==> src/rtl/ama_riscv_decode_q_pkg.sv <==
// ama_riscv_decode_q_pkg: shared decode types, queue entry layout and opcode legality helper.
// Optional feature macro used by the queue: DECODE_Q_BYPASS_EN.
package ama_riscv_decode_q_pkg;
    typedef logic [31:0] arch_width_t;
    typedef enum logic [1:0] {ALU_A_RS1, ALU_A_PC, ALU_A_ZERO} alu_a_sel_t;
    typedef enum logic {ALU_B_RS2, ALU_B_IMM} alu_b_sel_t;
    typedef enum logic [2:0] {IG_DISABLED, I_TYPE, S_TYPE, B_TYPE, J_TYPE, U_TYPE} ig_sel_t;
    typedef enum logic [1:0] {WB_SEL_DMEM, WB_SEL_ALU, WB_SEL_INC4, WB_SEL_CSR} wb_sel_t;
    typedef enum logic {PC_SEL_INC4, PC_SEL_ALU} pc_sel_t;
    localparam logic [6:0] OPC_R      = 7'b0110011;
    localparam logic [6:0] OPC_I      = 7'b0010011;
    localparam logic [6:0] OPC_LOAD   = 7'b0000011;
    localparam logic [6:0] OPC_STORE  = 7'b0100011;
    localparam logic [6:0] OPC_BRANCH = 7'b1100011;
    localparam logic [6:0] OPC_JALR   = 7'b1100111;
    localparam logic [6:0] OPC_JAL    = 7'b1101111;
    localparam logic [6:0] OPC_LUI    = 7'b0110111;
    localparam logic [6:0] OPC_AUIPC  = 7'b0010111;
    localparam logic [6:0] OPC_SYSTEM = 7'b1110011;
    typedef struct packed {
        logic [3:0]  alu_op;
        alu_a_sel_t  alu_a_sel;
        alu_b_sel_t  alu_b_sel;
        ig_sel_t     ig_sel;
        arch_width_t imm;
        wb_sel_t     wb_sel;
        logic        rd_we;
        logic [4:0]  rd_addr;
        logic [4:0]  rs1_addr;
        logic [4:0]  rs2_addr;
        logic        dmem_en;
        logic        dmem_we;
        logic        csr_en;
        logic        branch;
        logic        jump;
    } decoded_t;
    typedef struct packed {
        logic    pc_we;
        pc_sel_t pc_sel;
    } fe_ctrl_t;
    typedef struct packed {
        decoded_t    decoded;
        fe_ctrl_t    fe_ctrl;
        arch_width_t inst;
        arch_width_t pc;
        logic        illegal;
    } decode_q_entry_t;
    localparam decoded_t DECODED_RST_VAL = '0;
    localparam fe_ctrl_t FE_CTRL_RST_VAL = '0;
    localparam decode_q_entry_t DECODE_Q_ENTRY_RST_VAL = '0;
    // Full 7-bit opcode match also rejects compressed encodings (inst[1:0] != 2'b11)
    function automatic logic opcode_legal(input logic [6:0] opc);
        return opc inside {OPC_R, OPC_I, OPC_LOAD, OPC_STORE, OPC_BRANCH,
                           OPC_JALR, OPC_JAL, OPC_LUI, OPC_AUIPC, OPC_SYSTEM};
    endfunction
endpackage

==> src/rtl/ama_riscv_decoder.sv <==
// ama_riscv_decoder: combinational RV32I control decode; legality is merged by the caller.
module ama_riscv_decoder
    import ama_riscv_decode_q_pkg::*;
(
    input  arch_width_t inst,
    output decoded_t    decoded,
    output fe_ctrl_t    fe_ctrl
);
    logic [2:0] f3;
    assign f3 = inst[14:12];
    always_comb begin
        decoded = DECODED_RST_VAL;
        fe_ctrl = '{pc_we: 1'b1, pc_sel: PC_SEL_INC4};
        decoded.rd_addr = inst[11:7];
        decoded.rs1_addr = inst[19:15];
        decoded.rs2_addr = inst[24:20];
        case (inst[6:0])
            OPC_R: begin
                decoded.alu_op = {inst[30], f3};
                decoded.wb_sel = WB_SEL_ALU;
                decoded.rd_we = 1'b1;
            end
            OPC_I: begin
                decoded.alu_op = {(f3 == 3'b101) & inst[30], f3};
                decoded.alu_b_sel = ALU_B_IMM;
                decoded.ig_sel = I_TYPE;
                decoded.wb_sel = WB_SEL_ALU;
                decoded.rd_we = 1'b1;
            end
            OPC_LOAD: begin
                decoded.alu_b_sel = ALU_B_IMM;
                decoded.ig_sel = I_TYPE;
                decoded.wb_sel = WB_SEL_DMEM;
                decoded.rd_we = 1'b1;
                decoded.dmem_en = 1'b1;
            end
            OPC_STORE: begin
                decoded.alu_b_sel = ALU_B_IMM;
                decoded.ig_sel = S_TYPE;
                decoded.dmem_en = 1'b1;
                decoded.dmem_we = 1'b1;
            end
            OPC_BRANCH: begin
                decoded.alu_a_sel = ALU_A_PC;
                decoded.alu_b_sel = ALU_B_IMM;
                decoded.ig_sel = B_TYPE;
                decoded.branch = 1'b1;
            end
            OPC_JALR, OPC_JAL: begin
                decoded.alu_a_sel = inst[3] ? ALU_A_PC : ALU_A_RS1;
                decoded.alu_b_sel = ALU_B_IMM;
                decoded.ig_sel = inst[3] ? J_TYPE : I_TYPE;
                decoded.wb_sel = WB_SEL_INC4;
                decoded.rd_we = 1'b1;
                decoded.jump = 1'b1;
                fe_ctrl.pc_sel = PC_SEL_ALU;
            end
            OPC_LUI, OPC_AUIPC: begin
                decoded.alu_a_sel = inst[5] ? ALU_A_ZERO : ALU_A_PC;
                decoded.alu_b_sel = ALU_B_IMM;
                decoded.ig_sel = U_TYPE;
                decoded.wb_sel = WB_SEL_ALU;
                decoded.rd_we = 1'b1;
            end
            OPC_SYSTEM: begin
                decoded.wb_sel = WB_SEL_CSR;
                decoded.rd_we = 1'b1;
                decoded.csr_en = 1'b1;
            end
            default: ;
        endcase
        decoded.imm = (decoded.ig_sel == I_TYPE) ? {{20{inst[31]}}, inst[31:20]} :
                      (decoded.ig_sel == S_TYPE) ? {{20{inst[31]}}, inst[31:25], inst[11:7]} :
                      (decoded.ig_sel == B_TYPE) ? {{19{inst[31]}}, inst[31], inst[7], inst[30:25], inst[11:8], 1'b0} :
                      (decoded.ig_sel == J_TYPE) ? {{11{inst[31]}}, inst[31], inst[19:12], inst[20], inst[30:21], 1'b0} :
                      (decoded.ig_sel == U_TYPE) ? {inst[31:12], 12'b0} : '0;
    end
endmodule

==> src/rtl/ama_riscv_decode_q.sv <==
// ama_riscv_decode_q: in-order decode queue between fetch and issue with illegal-op flagging.
// Define DECODE_Q_BYPASS_EN for a zero-latency path through an empty queue.
module ama_riscv_decode_q
    import ama_riscv_decode_q_pkg::*;
#(
    parameter int DEPTH = 4
) (
    input  logic                       clk,
    input  logic                       rst,
    input  logic                       flush,
    input  logic                       in_valid,
    output logic                       in_ready,
    input  arch_width_t                in_inst,
    input  arch_width_t                in_pc,
    output logic                       out_valid,
    input  logic                       out_ready,
    output decode_q_entry_t            out_entry,
    output logic [$clog2(DEPTH+1)-1:0] level
);
    localparam int PW = $clog2(DEPTH);
    localparam int LW = $clog2(DEPTH + 1);
    logic [PW-1:0] wr_ptr, rd_ptr;
    decode_q_entry_t mem [DEPTH];
    decode_q_entry_t live;
    decoded_t dec;
    fe_ctrl_t fe;
    logic rdy_en, illegal, push, pop, wr_en, rd_en;
    ama_riscv_decoder u_decoder (.inst(in_inst), .decoded(dec), .fe_ctrl(fe));
    assign illegal = !opcode_legal(in_inst[6:0]);
    assign live = '{decoded: illegal ? DECODED_RST_VAL : dec,
                    fe_ctrl: illegal ? FE_CTRL_RST_VAL : fe,
                    inst: in_inst, pc: in_pc, illegal: illegal};
    // rdy_en keeps in_ready low until the first edge after reset release
    assign in_ready = rdy_en && (level != LW'(DEPTH));
    assign push = in_valid && in_ready;
    assign pop = out_valid && out_ready;
`ifdef DECODE_Q_BYPASS_EN
    logic byp;
    assign byp = rdy_en && (level == '0) && !flush;
    assign out_valid = byp ? in_valid : (level != '0);
    assign out_entry = byp ? live : mem[rd_ptr];
    assign wr_en = push && !(byp && out_ready);
    assign rd_en = pop && !byp;
`else
    assign out_valid = level != '0;
    assign out_entry = mem[rd_ptr];
    assign wr_en = push;
    assign rd_en = pop;
`endif
    always_ff @(posedge clk or posedge rst) begin
        if (rst) begin
            wr_ptr <= '0;
            rd_ptr <= '0;
            level <= '0;
            rdy_en <= 1'b0;
        end else begin
            rdy_en <= 1'b1;
            if (flush) begin
                wr_ptr <= '0;
                rd_ptr <= '0;
                level <= '0;
            end else begin
                wr_ptr <= wr_ptr + PW'(wr_en);
                rd_ptr <= rd_ptr + PW'(rd_en);
                level <= level + LW'(wr_en) - LW'(rd_en);
            end
        end
    end
    always_ff @(posedge clk or posedge rst) begin
        if (rst) begin
            for (int i = 0; i < DEPTH; i++) mem[i] <= DECODE_Q_ENTRY_RST_VAL;
        end else if (wr_en && !flush) begin
            mem[wr_ptr] <= live;
        end
    end
endmodule
==> config.mk <==
export PLATFORM = sky130hd
export DESIGN_NAME = ama_riscv_decode_q
export DESIGN_NICKNAME = d
export VERILOG_FILES = /design/src/rtl/ama_riscv_decode_q_pkg.sv /design/src/rtl/ama_riscv_decoder.sv /design/src/rtl/ama_riscv_decode_q.sv
export SDC_FILE = /design/constraint.sdc
export NUM_CORES = 1
export LEC_CHECK = 0
export ABC_AREA = 1
export CORE_MARGIN = 3
export CORE_UTILIZATION = 45
export CTS_CLUSTER_SIZE = 20
export DETAILED_ROUTE_END_ITERATION = 12
export RECOVER_POWER = 25
export SKIP_CTS_REPAIR_TIMING = 1
export SKIP_LAST_GASP = 1
export SYNTH_ARGS = -nofsm -noshare
export SYNTH_HDL_FRONTEND = slang
export SYNTH_SLANG_ARGS = --single-unit
==> constraint.sdc <==
create_clock -name clk -period 20.3 [get_ports clk]
set_input_delay 2.03 -clock clk [delete_from_list [all_inputs] [get_ports clk]]
set_output_delay 2.03 -clock clk [all_outputs]
set_load 0.02 [all_outputs]
==> results.sh <==
export IMPL_fill_cells=5010
export IMPL_cts_made_buffers=58
export IMPL_cp_top_family="buffers and inverters"
export IMPL_avgViaCountPerCell=5.53
export IMPL_critPathSlowestCell="clkinvlp_2"
export IMPL_ys_types=35
export IMPL_hold_start="mem[152]$_DFFE_PP0P_"
export IMPL_crit_type="primary input to asynchronous set/reset pin"
export IMPL_drc=0
export IMPL_synthTopCellsByCount="1307 x nand2_1, 532 x dfrtp_1, 349 x o21ai_0"
export IMPL_area_growth_synth_to_final_pct=16.9
export IMPL_drtIter0Drc=1694
export IMPL_initial_utilization=0.457
export IMPL_die_area_um2=56500
export IMPL_rsz0062_at_grt="false"
export IMPL_ys_seq_area_frac=0.551
export IMPL_io_buffers=205
export IMPL_overflow=0
export IMPL_cts_tree="yes"
export IMPL_final_cells=3882
export IMPL_p_per_area_nw_per_um2=133
export IMPL_die_w_um=238
export IMPL_timing_final_crit_period_ns=8.97
export IMPL_min_period_over_period=0.442
export IMPL_cp_num_buf_inv=4
export IMPL_hold_ws_ns=0.464
export IMPL_vias=21456
export IMPL_hold_viol=0
export IMPL_cp_cell_sequence="dlygate4sd3_1 > clkinvlp_2 > clkbuf_1 > buf_4"
export IMPL_violations="capacitance limit, slew limit"
export IMPL_slew_headroom=-2.76
export IMPL_grt_pass1_vias=21130
export IMPL_setup_viol=0
export IMPL_placed_cells=3771
export IMPL_synth_edf_count=0
export IMPL_setup_tns_ns=0
export IMPL_syn_nets=3148
export IMPL_worstHoldPathType="register to register"
export IMPL_crit_arrival_ns=9.58
export IMPL_fin_skew_ns=0.0104
export IMPL_yosys_area_top_type="dfrtp_1"
export IMPL_async_flop_share=1.00
export IMPL_crit_fanout=123
export IMPL_synth_top_area_frac=0.551
export IMPL_worstSetupStartpointType="primary input"
export IMPL_r2r_start="level[2]$_DFF_PP0_"
export IMPL_ios=206
export IMPL_synthAdderAreaFrac=0.00290
export IMPL_worstSetupStartpoint="rst"
export IMPL_synth_most_common_cell="nand2_1"
export IMPL_syn_mean_instance_area_um2=7.86
export IMPL_grt_max_degree=124
export IMPL_synth_compound_area_share=0.116
export IMPL_syn_cell_area_um2=24200
export IMPL_core_um2=52900
export IMPL_synth_xor_area_frac=0.00145
export IMPL_fin_area_um2=28200
export IMPL_place_hpwl_um=45400
export IMPL_cp_data_required_time_ns=20.91
export IMPL_synthCells=3074
export IMPL_p_leak_nw=14.6
export IMPL_cp_end_kind="asynchronous set/reset pin"
export IMPL_cts_clk_slew_worst_paths_ns=0.06
export IMPL_yosysWarnings=0
export IMPL_ant_nets=0
export IMPL_insertion_delay_ns=0.61
export IMPL_cts_max_level=2
export IMPL_cts_buffer_depth=3
export IMPL_synth_top_family_by_area="simple AND/OR/NAND/NOR gates"
export IMPL_cts_sinks=532
export IMPL_grt_pass1_wl_um=122000
export IMPL_place_area_um2=26400
export IMPL_nNetsFinal=3217
export IMPL_cts_root_buf="clkbuf_16"
export IMPL_drtPass1Iterations=6
export IMPL_tightest_slew_ns=5.64
export IMPL_wl_per_cell_um=20.2
export IMPL_routed_wirelength_um=78300
export IMPL_maxCapViolations=6
export IMPL_synthMuxAreaShare=0
export IMPL_peakVddDrop_uv=75.0
export IMPL_ys_seq_elements=532
export IMPL_antenna_found_initial=8
export IMPL_rows=84
export IMPL_p_total_w=0.00377
export IMPL_slew_violations=377
export IMPL_synth_flop_cell="dfrtp_1"
export IMPL_synth_simple_area_share=0.281
export IMPL_gp_congestion=0.844
export IMPL_die_h_um=238
export IMPL_crit_path_max_incr_delay_ns=3.07
export IMPL_drive_above_1_share=0.0492
export IMPL_status="finished, violations left"
export IMPL_fmax_ghz=0.111
export IMPL_grt_usage=0.276
export IMPL_yosys_top_cells_area="dfrtp_1 55%, nand2_1 20%, o21ai_0 7.2%"
[logic make-up after synthesis]
family                   count (synthesis)
AO/OA/AOI/OAI                          516
XOR/XNOR                                 4
adder cells (fa/ha/maj)                  5
buffers and inverters                  273
flip-flops                             532
other                                    1
AND/OR/NAND/NOR                       1743
[layout by cell type, fill, tap and decap left out, types with 11 or more instances in the layout]
cell	instances
clkinv_2	18
o22ai_1	130
o21ai_1	25
inv_1	33
nor2_1	292
buf_4	26
o21ai_0	349
clkbuf_16	59
clkbuf_1	11
nand2_1	1307
nand3_1	128
clkbuf_8	15
dfrtp_1	530
clkdlybuf4s50_1	198
[power by group]
part	switching (W)	internal, W	leakage, nW
Combinational	0.000817	0.000534	6.43
Sequential	0.000118	0.00123	7.23
Clock	0.000439	0.000622	0.965
[metrics by stage]
stage	util	worst slack, ns
floorplan	-	3.40
global placement	0.499	14.53
detailed placement	0.499	14.43
CTS	0.535	13.79
global route	0.534	9.95
finish	0.534	11.33
[registers in the layout (all words and copies together) (netlist names)]
name    count
level       3
wr_ptr      2
rd_ptr      2
mem       524
rdy_en      1
[final cells by class]
class | instances | area, um2 | area share
Multi-Input combinational cell | 2269 | 9670 | 0.342
Tap cell | 688 | 861 | 0.0305
Sequential cell | 532 | 13300 | 0.472
Clock buffer | 81 | 1710 | 0.0605
Antenna cell | 5 | 12.5 | 0.000443
Timing Repair Buffer | 235 | 2260 | 0.0801
Inverter | 47 | 196 | 0.00695
Clock inverter | 25 | 213 | 0.00753
[worst reg2reg max path: stages, from the launching register on]
cell,delay [ns]
dfrtp_1,0.43
a31oi_4,0.22
nand3b_1,0.21
nor2_1,0.26
clkbuf_1,1.91
buf_4,1.02
nand3_1,0.21
nand2_1,0.11
[metal layers]
layer | wire length, um | vias up | GRT usage | part of all wire
met4 | 2720 | 6 | 0.107 | 0.035
met5 | 31 | - | 0 | 0.00040
li1 | - | 10010 | - | -
met3 | 5260 | 154 | 0.0444 | 0.067
met1 | 33400 | 10485 | 0.375 | 0.43
met2 | 36900 | 801 | 0.448 | 0.47
[final timing paths]
kind | endpoint | slack (ns) | cells past startpoint
max | mem[249]$_DFFE_PP0P_ | 11.33 | 4
min | mem[152]$_DFFE_PP0P_ | 0.46 | 2
max reg2reg | mem[375]$_DFFE_PP0P_ | 15.87 | 7
min reg2reg | mem[152]$_DFFE_PP0P_ | 0.46 | 2
max in group clk | out_entry[88] | 13.80 | 5
min in group asynchronous | mem[320]$_DFFE_PP0P_ | 3.58 | 2
Power figures use the tool's default switching activity.
